File: src/rtl/digit_serial_addsub_if.sv
// Operand/result bundle for digit_serial_addsub.
// Both sides use valid/ready: a transfer happens on the rising clk edge where valid and ready are both high.
interface digit_serial_addsub_if #(
  parameter int WIDTH = 16,
  parameter int DIGIT = 4
);
  logic             in_valid;
  logic             in_ready;
  logic [WIDTH-1:0] a;
  logic [WIDTH-1:0] b;
  logic             sub;
  logic             out_valid;
  logic             out_ready;
  logic [WIDTH-1:0] sum;
  logic             carry_out;
  logic             overflow;
  logic             zero;

  modport master (
    output in_valid, a, b, sub, out_ready,
    input  in_ready, out_valid, sum, carry_out, overflow, zero
  );

  modport slave (
    input  in_valid, a, b, sub, out_ready,
    output in_ready, out_valid, sum, carry_out, overflow, zero
  );
endinterface

File: src/rtl/digit_serial_addsub.sv
// Digit-serial two's-complement adder/subtractor.
// Processes DIGIT bits per cycle, LSB digit first, with a registered carry between digits.
module digit_serial_addsub #(
  parameter int WIDTH = 16,
  parameter int DIGIT = 4
) (
  input  logic                clk,
  input  logic                rst,
  digit_serial_addsub_if.slave bus,
  output logic [1:0]          state_dbg
);
  localparam int NSTEP = WIDTH / DIGIT;
  localparam int SW    = (NSTEP > 1) ? $clog2(NSTEP) : 1;

  typedef enum logic [1:0] {
    IDLE = 2'd0,
    BUSY = 2'd1,
    DONE = 2'd2
  } state_t;

  state_t           state_q;
  logic [SW-1:0]    step_q;
  logic             carry_q;
  logic [WIDTH-1:0] a_q;
  logic [WIDTH-1:0] b_q;
  logic [WIDTH-1:0] sum_q;
  logic             cout_q;
  logic             ovf_q;
  logic             zero_q;
  logic             in_ready_q;
  logic             out_valid_q;

  logic [31:0]      base;
  logic [DIGIT-1:0] dig_a;
  logic [DIGIT-1:0] dig_b;
  logic [DIGIT-1:0] dig_s;
  logic             chain_c;
  logic             dig_cmsb;
  logic             dig_cout;
  logic [WIDTH-1:0] sum_next;
  logic             last_step;

  // One DIGIT-bit ripple slice; dig_cmsb is the carry into the slice's top bit,
  // which on the final step is the carry into bit WIDTH-1.
  always_comb begin
    base     = 32'(step_q) * 32'(DIGIT);
    dig_a    = a_q[base +: DIGIT];
    dig_b    = b_q[base +: DIGIT];
    dig_s    = '0;
    chain_c  = carry_q;
    dig_cmsb = carry_q;
    for (int i = 0; i < DIGIT; i++) begin
      dig_cmsb = chain_c;
      dig_s[i] = dig_a[i] ^ dig_b[i] ^ chain_c;
      chain_c  = (dig_a[i] & dig_b[i]) | (chain_c & (dig_a[i] ^ dig_b[i]));
    end
    dig_cout = chain_c;
    sum_next = sum_q;
    sum_next[base +: DIGIT] = dig_s;
    last_step = (step_q == SW'(NSTEP - 1));
  end

  always_ff @(posedge clk) begin
    if (rst) begin
      state_q     <= IDLE;
      step_q      <= '0;
      carry_q     <= 1'b0;
      a_q         <= '0;
      b_q         <= '0;
      sum_q       <= '0;
      cout_q      <= 1'b0;
      ovf_q       <= 1'b0;
      zero_q      <= 1'b0;
      in_ready_q  <= 1'b0;
      out_valid_q <= 1'b0;
    end else begin
      case (state_q)
        IDLE: begin
          in_ready_q  <= 1'b1;
          out_valid_q <= 1'b0;
          if (bus.in_valid && in_ready_q) begin
            // Subtraction is A + ~B + 1: invert B here, the +1 rides in on the carry.
            a_q        <= bus.a;
            b_q        <= bus.sub ? ~bus.b : bus.b;
            carry_q    <= bus.sub;
            step_q     <= '0;
            in_ready_q <= 1'b0;
            state_q    <= BUSY;
          end
        end
        BUSY: begin
          sum_q   <= sum_next;
          carry_q <= dig_cout;
          step_q  <= step_q + 1'b1;
          if (last_step) begin
            step_q      <= '0;
            cout_q      <= dig_cout;
            ovf_q       <= dig_cmsb ^ dig_cout;
            zero_q      <= (sum_next == '0);
            out_valid_q <= 1'b1;
            state_q     <= DONE;
          end
        end
        DONE: begin
          if (bus.out_ready) begin
            out_valid_q <= 1'b0;
            in_ready_q  <= 1'b1;
            state_q     <= IDLE;
          end
        end
        default: state_q <= IDLE;
      endcase
    end
  end

  assign bus.in_ready  = in_ready_q;
  assign bus.out_valid = out_valid_q;
  assign bus.sum       = sum_q;
  assign bus.carry_out = cout_q;
  assign bus.overflow  = ovf_q;
  assign bus.zero      = zero_q;
  assign state_dbg     = state_q;
endmodule

File: src/flat_wrapper.sv
// flat-port wrapper written by rule: the top's interface ports become plain ports
module digit_serial_addsub_flat 
#(
  parameter int WIDTH = 16,
  parameter int DIGIT = 4
)
  (clk, rst, state_dbg, bus_in_valid, bus_a, bus_b, bus_sub, bus_out_ready, bus_in_ready, bus_out_valid, bus_sum, bus_carry_out, bus_overflow, bus_zero);
  digit_serial_addsub_if #(.WIDTH(WIDTH), .DIGIT(DIGIT)) bus_i ();
  input  logic clk;
  input  logic rst;
  output logic [1:0] state_dbg;
  input wire logic [$bits(bus_i.in_valid)-1:0] bus_in_valid;
  input wire logic [$bits(bus_i.a)-1:0] bus_a;
  input wire logic [$bits(bus_i.b)-1:0] bus_b;
  input wire logic [$bits(bus_i.sub)-1:0] bus_sub;
  input wire logic [$bits(bus_i.out_ready)-1:0] bus_out_ready;
  output wire logic [$bits(bus_i.in_ready)-1:0] bus_in_ready;
  output wire logic [$bits(bus_i.out_valid)-1:0] bus_out_valid;
  output wire logic [$bits(bus_i.sum)-1:0] bus_sum;
  output wire logic [$bits(bus_i.carry_out)-1:0] bus_carry_out;
  output wire logic [$bits(bus_i.overflow)-1:0] bus_overflow;
  output wire logic [$bits(bus_i.zero)-1:0] bus_zero;
  assign bus_i.in_valid = bus_in_valid;
  assign bus_i.a = bus_a;
  assign bus_i.b = bus_b;
  assign bus_i.sub = bus_sub;
  assign bus_i.out_ready = bus_out_ready;
  assign bus_in_ready = bus_i.in_ready;
  assign bus_out_valid = bus_i.out_valid;
  assign bus_sum = bus_i.sum;
  assign bus_carry_out = bus_i.carry_out;
  assign bus_overflow = bus_i.overflow;
  assign bus_zero = bus_i.zero;
  digit_serial_addsub #(.WIDTH(WIDTH), .DIGIT(DIGIT)) u_core (.clk(clk), .rst(rst), .bus(bus_i), .state_dbg(state_dbg));
endmodule
File: config.mk
export PLATFORM = sky130hd
export DESIGN_NAME = digit_serial_addsub_flat
export DESIGN_NICKNAME = d
export VERILOG_FILES = /design/src/rtl/digit_serial_addsub_if.sv /design/src/rtl/digit_serial_addsub.sv /design/src/flat_wrapper.sv
export SDC_FILE = /design/constraint.sdc
export NUM_CORES = 1
export LEC_CHECK = 0
export CAP_MARGIN = 20
export CELL_PAD_IN_SITES_DETAIL_PLACEMENT = 0
export CELL_PAD_IN_SITES_GLOBAL_PLACEMENT = 2
export CORE_UTILIZATION = 32
export DETAILED_ROUTE_END_ITERATION = 7
export MAX_ROUTING_LAYER = met4
export PLACE_DENSITY = 0.94
export SLEW_MARGIN = 20
export SYNTH_ARGS = -nofsm -noshare
export SYNTH_HDL_FRONTEND = slang
export SYNTH_SLANG_ARGS = --single-unit
File: constraint.sdc
create_clock -name clk -period 9.29 [get_ports clk]
set_input_delay 1.858 -clock clk [delete_from_list [all_inputs] [get_ports clk]]
set_output_delay 1.858 -clock clk [all_outputs]
set_load 0.05 [all_outputs]
==> metrics.cfg, run 1 <==
[clock_tree]
cts-root-buf = clkbuf_8
cts_hold_buf = 0
cts_max_level = 3
post-cts-setup-buffers = 0
cts_tree = built
worstSkewPairLatency_ns = 0.34
clockBufferDepth = 2
cts_made_buffers = 9
ctsResizeCount = 0
path_clk_slew_ns = 0.06
clock_sinks = 58

[logic_synthesis]
synth_edf_count = 0
syn-mean-instance-area_sq_um = 9.021
yosysTopAreaCellShare = 0.4220
ys_ff_latch = 58
synth_async_sr_flop_share = 0
synthFlopType = dfxtp_1
yosys-top-cells-area = dfxtp_1 (42%), mux4_2 (6.5%), nor2_1 (5.9%)
yosys_warnings = 0
syn_inst = 305
netlist_top_cells_count = dfxtp_1 (58), nor2_1 (43), nand2_1 (39)
ys_seq_area_frac = 0.4220
yosysTopAreaCell = dfxtp_1
synth_cell_type_count = 38
synth_most_common_cell = dfxtp_1
syn_nets = 352
synth_area_sq_um = 2751

[pwr]
p_leak_nw = 1.250
combPwrFrac = 0.151
p_switching_w = 0.0001560
pwr-share-clk = 0.428
seq_power_share = 0.421
total_power_w = 0.0006415
p_per_area_nw_per_um2 = 176.2
ir_drop_uv = 75.34
swShare = 0.2431
p_int_w = 0.0004855

[timing]
hold_slack_ns = 0.4534
period_share = 0.4329
worst_pin_slew_ns = 1.036
maxSlewViolCount = 0
fin_setup_tns_ns = 0
slew_headroom = 0.3091
finClkSkew_ns = 0.005097
layout_setup_ws_ns = 5.268
setup_viol = 0
period_minus_slack_ns = 4.022
rsz0062_at_grt = false
clock.fmax_mhz = 248.6
hold_viol = 0

[die]
die_w_um = 94.73
die_y_um = 94.73
dieArea_sq_um = 8973
rows = 33
floorplan.initialDensity = 0.3332
io_pins = 60
core_area_sq_um = 8258

[min_path]
hold_path_class = register to register

[layout]
layout-drive-gt1-share = 0.08540
fillers = 841
nets = 405
areaGrowthSynthToFinish_pct = 32.29
n_antenna_cell = 0
final_util = 0.4408

[grt]
grt_max_degree = 59
grt_util_all_layers = 0.1582
grt_pass1_wl_um = 10390
antenna_found_initial = 0
gr-total-overflow = 0
grt_pass1_vias = 2217

[worst_setup_path]
cp-end-kind = register
worstSetupPathType = register to register
critical_path.max_stage_delay_ns = 0.84
crit_path_max_fanout = 18
required_ns = 9.55
startpoint_type = register
worstPathArrival_ns = 4.28
critPathBufInv = 3
worst_path_most_repeated_cell = fa_1
cpLargestDelayFamily = adder cells
cpMaxStageDelayCell = dfxtp_1
path_cells = mux4_2 > inv_1 > fa_1 > inv_1 > fa_1 > inv_1 > fa_1 > fa_1 > a31oi_1 > or4_1 > o31ai_1

[route]
drc = 0
wire_per_inst_um = 13.17
drt-pass1-iter-count = 4
drtIter0Drc = 110
vias = 2275
routed_wl_um = 6163
ant_nets = 0
viasPerCell = 4.861

[flow_run]
drv_cap = 0

[placement]
hpwl_um = 4445
dp_slack_ns = 5.277
gp_congestion = 0.7948
io_buffers = 59

[run_status]
status = completed

worst min-delay path: cells and delay by family (launching register included):
family	cells	cell delay [ns]
compound gates	1	0.05
flops	1	0.31
simple gates	1	0.05
final timing paths:
check / from / endpoint / slack, ns / depth (start not counted)
worst min register to register: u_core.a_q[15]$_SDFFE_PP0P_ / u_core.a_q[15]$_SDFFE_PP0P_ / 0.45 / 2
worst min-delay path: u_core.a_q[15]$_SDFFE_PP0P_ / u_core.a_q[15]$_SDFFE_PP0P_ / 0.45 / 2
worst max-delay path: u_core.step_q[0]$_SDFFE_PP0P_ / u_core.bus.zero$_SDFFE_PP0P_ / 5.27 / 11
worst max register to register: u_core.step_q[0]$_SDFFE_PP0P_ / u_core.bus.zero$_SDFFE_PP0P_ / 5.27 / 11
state kept, by name (all words and copies together) (netlist names):
register              cells
u_core.bus.out_valid      1
u_core.bus.overflow       1
u_core.a_q               16
u_core.bus.sum           16
u_core.b_q               16
u_core.bus.in_ready       1
u_core.state_dbg          2
u_core.bus.zero           1
u_core.carry_q            1
u_core.bus.carry_out      1
u_core.step_q             2
cells in the final DEF, fill, tap and decap left out, types with 9 or more instances in the layout:
master / synthesis / final
clkdlybuf4s50_1: 0 / 58
nand2_1: 39 / 39
xnor2_1: 17 / 17
clkbuf_8: 0 / 9
a211oi_1: 18 / 18
a2bb2oi_1: 13 / 13
inv_1: 14 / 14
nor2_1: 43 / 43
dfxtp_1: 58 / 58
a21oi_1: 24 / 24
power by group through the flow:
stage	clock network (W)	logic [W]	registers, W
2_1_floorplan	0	0.0000641	0.000275
3_3_place_gp	0	0.0000967	0.000275
3_5_place_dp	0	0.0000977	0.000276
4_1_cts	0.000280	0.0000978	0.000270
5_1_grt	0.000295	0.000107	0.000272
6_report	0.000275	0.0000969	0.000270
area by class of cell:
cell class | instances | area, sq um | area share
Inverter | 14 | 52.55 | 0.01444
Clock buffer | 10 | 127.6 | 0.03506
Tap cell | 105 | 131.4 | 0.03609
Timing Repair Buffer | 60 | 593.1 | 0.1629
Clock inverter | 6 | 105.1 | 0.02888
Multi-Input combinational cell | 215 | 1469 | 0.4036
Sequential cell | 58 | 1161 | 0.3190
per-layer routing:
layer | part of all wire | global-route usage
met1 | 0.47 | 0.1903
met2 | 0.45 | 0.2386
met3 | 0.052 | 0.05717
met4 | 0.020 | 0.06566
met5 | 0 | -
kinds of logic (layout without fill, tap and decap cells):
family / after synthesis / after routing / synth area share
compound gates: 64 / 64 / 0.1569
mux: 9 / 9 / 0.06912
simple gates: 115 / 115 / 0.1951
buf+inv: 32 / 90 / 0.04638
flops: 58 / 58 / 0.4220
fa+ha+maj: 10 / 10 / 0.05639
xor+xnor: 17 / 17 / 0.05411
stage by stage:
step	area [sq um]	std cells
2_1_floorplan	2751	305
3_3_place_gp	3407	452
3_5_place_dp	3407	452
4_1_cts	3640	468
5_1_grt	3640	468
6_report	3640	468
Note: power is estimated with default switching activity, not from simulation.
==> inputs of run 2 (changes only) <==
--- a/config.mk
+++ b/config.mk
@@ -8,10 +8,10 @@
 export CAP_MARGIN = 20
 export CELL_PAD_IN_SITES_DETAIL_PLACEMENT = 0
 export CELL_PAD_IN_SITES_GLOBAL_PLACEMENT = 2
-export CORE_UTILIZATION = 32
+export CORE_UTILIZATION = 30
 export DETAILED_ROUTE_END_ITERATION = 7
 export MAX_ROUTING_LAYER = met4
-export PLACE_DENSITY = 0.94
+export PLACE_DENSITY = 0.9
 export SLEW_MARGIN = 20
 export SYNTH_ARGS = -nofsm -noshare
 export SYNTH_HDL_FRONTEND = slang
==> constraint.sdc (replaced) <==
create_clock -name clk -period 3.9 [get_ports clk]
set_input_delay 0.78 -clock clk [delete_from_list [all_inputs] [get_ports clk]]
set_output_delay 0.78 -clock clk [all_outputs]
set_load 0.05 [all_outputs]
==> metrics.cfg, run 2 (synthesis results as in run 1) <==
[run_status]
status = finished, violations left
violations = DRC

[die]
die_w_um = 97.77
io_pins = 60
floorplan.initialDensity = 0.3124
rows = 34
die_y_um = 97.77
core_area_sq_um = 8806
dieArea_sq_um = 9558

[worst_setup_path]
critical_path.max_stage_delay_ns = 0.70
crit_path_max_fanout = 7
path_cells = mux4_2 > inv_1 > fa_1 > inv_1 > fa_1 > inv_1 > fa_1 > fa_1 > a31oi_1 > or4_1 > o31ai_1
startpoint_type = register
cp-end-kind = register
cpLargestDelayFamily = adder cells
worst_path_most_repeated_cell = fa_1
worstSetupPathType = register to register
critPathBufInv = 3
worstPathArrival_ns = 3.81
cpMaxStageDelayCell = fa_1
required_ns = 4.15

[pwr]
p_leak_nw = 1.256
total_power_w = 0.001487
ir_drop_uv = 208.6
p_per_area_nw_per_um2 = 407.2

[route]
routed_wl_um = 6325
ant_nets = 0
viasPerCell = 4.918
route.layer.met1.wl_um = 2945
wire_per_inst_um = 13.34
drt-pass1-iter-count = 6
drtIter0Drc = 70
top_layer = met4
route.met2.wl_um = 3016
dr_wl_met3_um = 263
vias = 2331
drc = 4

[timing]
layout_setup_ws_ns = 0.3413
setup_viol = 0
hold_viol = 0
period_share = 0.9125
rsz0062_at_grt = false
finClkSkew_ns = 0.008088
fin_setup_tns_ns = 0
slew_headroom = 0.2995
period_minus_slack_ns = 3.559
hold_slack_ns = 0.4558
clock.fmax_mhz = 281.0
maxSlewViolCount = 0
worst_pin_slew_ns = 1.051

[layout]
fillers = 891
regArea_sq_um = 1161
final_cell_mix = clkdlybuf4s50_1 (58), dfxtp_1 (58), nor2_1 (43)
final_util = 0.4147
n_antenna_cell = 0
areaGrowthSynthToFinish_pct = 32.74
multi_input_area_sq_um = 1469
layout-drive-gt1-share = 0.09290
nets = 408

[flow_run]
drv_cap = 0

[clock_tree]
post-cts-setup-buffers = 0
path_clk_slew_ns = 0.06
worstSkewPairLatency_ns = 0.34
ctsResizeCount = 0
cts_made_buffers = 9
cts_hold_buf = 0
cts_max_level = 3
clockBufferDepth = 2
cts_tree = built
clock_sinks = 58
cts-root-buf = clkbuf_8

[grt]
grt_max_degree = 59
grt_pass1_wl_um = 10480
gr-total-overflow = 0
grt_util_all_layers = 0.1436
grt_pass1_vias = 2217
antenna_found_initial = 0

[placement]
hpwl_um = 4607
gp_congestion = 0.8467
io_buffers = 59
dp_slack_ns = 0.3408

[min_path]
hold_path_class = register to register

run 2: layout make-up:
cell class | count | area share
sequential | 58 | 0.3179
multi-input combinational | 215 | 0.4022
clock buffer | 11 | 0.03871
clock inverter | 5 | 0.02124
tap | 108 | 0.03700
inverter | 14 | 0.01439
timing repair buffer | 63 | 0.1686
run 2: through the flow:
| stage | instances | instance area (sq um) |
|---|---|---|
| 4_1_cts | 474 | 3652 |
| 2_1_floorplan | 305 | 2751 |
| 5_1_grt | 474 | 3652 |
| 3_3_place_gp | 458 | 3433 |
| 3_5_place_dp | 458 | 3433 |
| 6_report | 474 | 3652 |
run 2: final timing paths:
kind | startpoint | end | slack [ns] | cells after the start
min | u_core.a_q[15]$_SDFFE_PP0P_ | u_core.a_q[15]$_SDFFE_PP0P_ | 0.46 | 2
max | u_core.step_q[0]$_SDFFE_PP0P_ | u_core.bus.zero$_SDFFE_PP0P_ | 0.34 | 11
max reg2reg | u_core.step_q[0]$_SDFFE_PP0P_ | u_core.bus.zero$_SDFFE_PP0P_ | 0.34 | 11
min reg2reg | u_core.a_q[15]$_SDFFE_PP0P_ | u_core.a_q[15]$_SDFFE_PP0P_ | 0.46 | 2
run 2: where the power goes:
part / internal, W / switching [W] / leakage (nW) / total (W)
sequential: 0.000620 / 0.0000192 / 0.472 / 0.000639
clock: 0.000375 / 0.000234 / 0.109 / 0.000608
combinational: 0.000118 / 0.000121 / 0.674 / 0.000240
run 2: metal layers:
layer | vias up | global-route usage
li1 | 1173 | -
met1 | 1092 | 0.1738
met2 | 56 | 0.2275
met3 | 10 | 0.04295
met4 | 0 | 0.05012
met5 | - | -
run 2: worst reg2reg max path, cell delays in order, from the launching register on:
cell and delay [ns]:
dfxtp_1 0.49, mux4_2 0.27, inv_1 0.05, fa_1 0.38, inv_1 0.07, fa_1 0.17
inv_1 0.05, fa_1 0.42, fa_1 0.70, a31oi_1 0.12, or4_1 0.52, o31ai_1 0.23
==> inputs of run 3 (changes only) <==
--- a/config.mk
+++ b/config.mk
@@ -8,10 +8,10 @@
 export CAP_MARGIN = 20
 export CELL_PAD_IN_SITES_DETAIL_PLACEMENT = 0
 export CELL_PAD_IN_SITES_GLOBAL_PLACEMENT = 2
-export CORE_UTILIZATION = 30
+export CORE_UTILIZATION = 27
 export DETAILED_ROUTE_END_ITERATION = 7
 export MAX_ROUTING_LAYER = met4
-export PLACE_DENSITY = 0.9
+export PLACE_DENSITY = 0.86
 export SLEW_MARGIN = 20
 export SYNTH_ARGS = -nofsm -noshare
 export SYNTH_HDL_FRONTEND = slang
==> constraint.sdc (replaced) <==
create_clock -name clk -period 3.09 [get_ports clk]
set_input_delay 0.618 -clock clk [delete_from_list [all_inputs] [get_ports clk]]
set_output_delay 0.618 -clock clk [all_outputs]
set_load 0.05 [all_outputs]
==> metrics.cfg, run 3 (synthesis results as in run 1) <==
[run_status]
status = finished, violations left
violations = setup timing

[layout]
n_antenna_cell = 0
layout_commonest_cell = clkdlybuf4s50_1
fillers = 1084
regArea_sq_um = 1165
final_cell_mix = clkdlybuf4s50_1 (58), dfxtp_1 (57), nor2_1 (43)
multi_input_area_sq_um = 1479
nets = 417
layout-drive-gt1-share = 0.1333
areaGrowthSynthToFinish_pct = 35.74
final_util = 0.3804

[timing]
clock.fmax_mhz = 321.7
hold_viol = 0
slew_headroom = 0.4537
period_minus_slack_ns = 3.108
period_share = 1.006
worst_pin_slew_ns = 0.8168
finClkSkew_ns = 0.008860
layout_setup_ws_ns = -0.01830
rsz0062_at_grt = true
setup_viol = 1
maxSlewViolCount = 0
hold_slack_ns = 0.4521

[worst_setup_path]
rrSetupSlack_ns = -0.02
startpoint_type = register
crit_path_max_fanout = 3
cp-end-kind = register
worstSetupPathType = register to register
critical_path.max_stage_delay_ns = 0.54
required_ns = 3.34
reg2reg_depth = 11
worst_path_most_repeated_cell = fa_2
rr_endpoint = u_core.bus.zero$_SDFFE_PP0P_
reg2reg_from = u_core.step_q[0]$_SDFFE_PP0P_
worstPathArrival_ns = 3.36
cpMaxStageDelayCell = fa_2
path_cells = mux4_2 > inv_2 > fa_2 > inv_2 > fa_2 > inv_2 > fa_2 > fa_2 > a31oi_1 > or4_1 > o31ai_1

[clock_tree]
cts_max_level = 3
path_clk_slew_ns = 0.06
cts-root-buf = clkbuf_8
cts_made_buffers = 9
clockBufferDepth = 2
clock_sinks = 58
worstSkewPairLatency_ns = 0.34
cts_tree = built
cts_hold_buf = 0

[route]
drt-pass1-iter-count = 4
vias = 2388
routed_wl_um = 6688
drtIter0Drc = 54
viasPerCell = 4.701
ant_nets = 0
wire_per_inst_um = 13.17
drc = 0

[grt]
grt_max_degree = 52
grt_pass1_vias = 2366
grt_util_all_layers = 0.1429
antenna_found_initial = 0
grt_pass1_wl_um = 10980
gr-total-overflow = 0

[die]
rows = 36
die_w_um = 102.9
core_area_sq_um = 9819
die_y_um = 102.9
floorplan.initialDensity = 0.2802
dieArea_sq_um = 10600
io_pins = 60

[flow_run]
drv_cap = 0

[placement]
io_buffers = 59
hpwl_um = 4957
dp_slack_ns = -0.07450
gp_congestion = 0.8333

[pwr]
ir_drop_uv = 230.9
p_per_area_nw_per_um2 = 483.2
p_leak_nw = 1.285

[min_path]
hold_depth = 2
hold_path_class = register to register
worstHoldStart = u_core.a_q[12]$_SDFFE_PP0P_
min_to = u_core.a_q[12]$_SDFFE_PP0P_

run 3: metal layers:
layer,vias to the layer above,share of wire,GRT usage
li1,1194,-,-
met1,1121,0.46,0.1629
met2,59,0.47,0.2297
met3,14,0.042,0.03864
met4,0,0.023,0.07367
met5,-,0,-
run 3: repair_timing:
item	CTS	global route
pin swaps	5	0
hold endpoints to repair	0	0
setup buffers	1	0
resized for setup	0	1
endpoints found under the setup margin	1	1
run 3: per-stage QoR:
stage          std cells   TNS, ns  instance area (sq um)  total power (W)
6_report             508  -0.01830                   3735         0.001805
3_5_place_dp         491  -0.07450                   3538         0.001145
4_1_cts              508  -0.03484                   3735         0.001824
5_1_grt              508   -0.1081                   3735         0.001889
3_3_place_gp         491  -0.04059                   3538         0.001140
2_1_floorplan        305   -0.2332                   2776         0.001025
run 3: worst max path at each step:
stage	endpoint	slack, ns	startpoint
after floorplan	u_core.bus.zero$_SDFFE_PP0P_	-0.23	u_core.step_q[0]$_SDFFE_PP0P_
after global placement	u_core.bus.zero$_SDFFE_PP0P_	-0.04	u_core.step_q[0]$_SDFFE_PP0P_
after detailed placement	u_core.bus.zero$_SDFFE_PP0P_	-0.07	u_core.step_q[0]$_SDFFE_PP0P_
after CTS	u_core.bus.zero$_SDFFE_PP0P_	-0.03	u_core.step_q[0]$_SDFFE_PP0P_
after global routing	u_core.bus.zero$_SDFFE_PP0P_	-0.11	u_core.step_q[0]$_SDFFE_PP0P_
final	u_core.bus.zero$_SDFFE_PP0P_	-0.02	u_core.step_q[0]$_SDFFE_PP0P_
run 3: area by class of cell:
type                    instances  share of cell area
flip-flops and latches         58              0.3119
inverters                      14             0.01407
well taps                     133             0.04456
clock buffers                  13             0.03987
repair buffers                 72              0.1829
clock inverters                 3             0.01072
multi-input cells             215              0.3960
run 3: power breakdown:
part	switching [W]	internal, W	leakage, nW
Sequential	0.0000208	0.000782	0.473
Combinational	0.000162	0.000161	0.715
Clock	0.000287	0.000392	0.0974
Total	0.000469	0.00134	1.29
run 3: critical path: cells and delay by family (launching register included):
| kind | cells | cell delay (ns) |
|---|---|---|
| DFF | 1 | 0.36 |
| AOI/OAI and AO/OA | 2 | 0.32 |
| and+or+nand+nor | 1 | 0.47 |
| adders and majority gates | 4 | 1.41 |
| muxes | 1 | 0.33 |
| buffers and inverters | 3 | 0.14 |
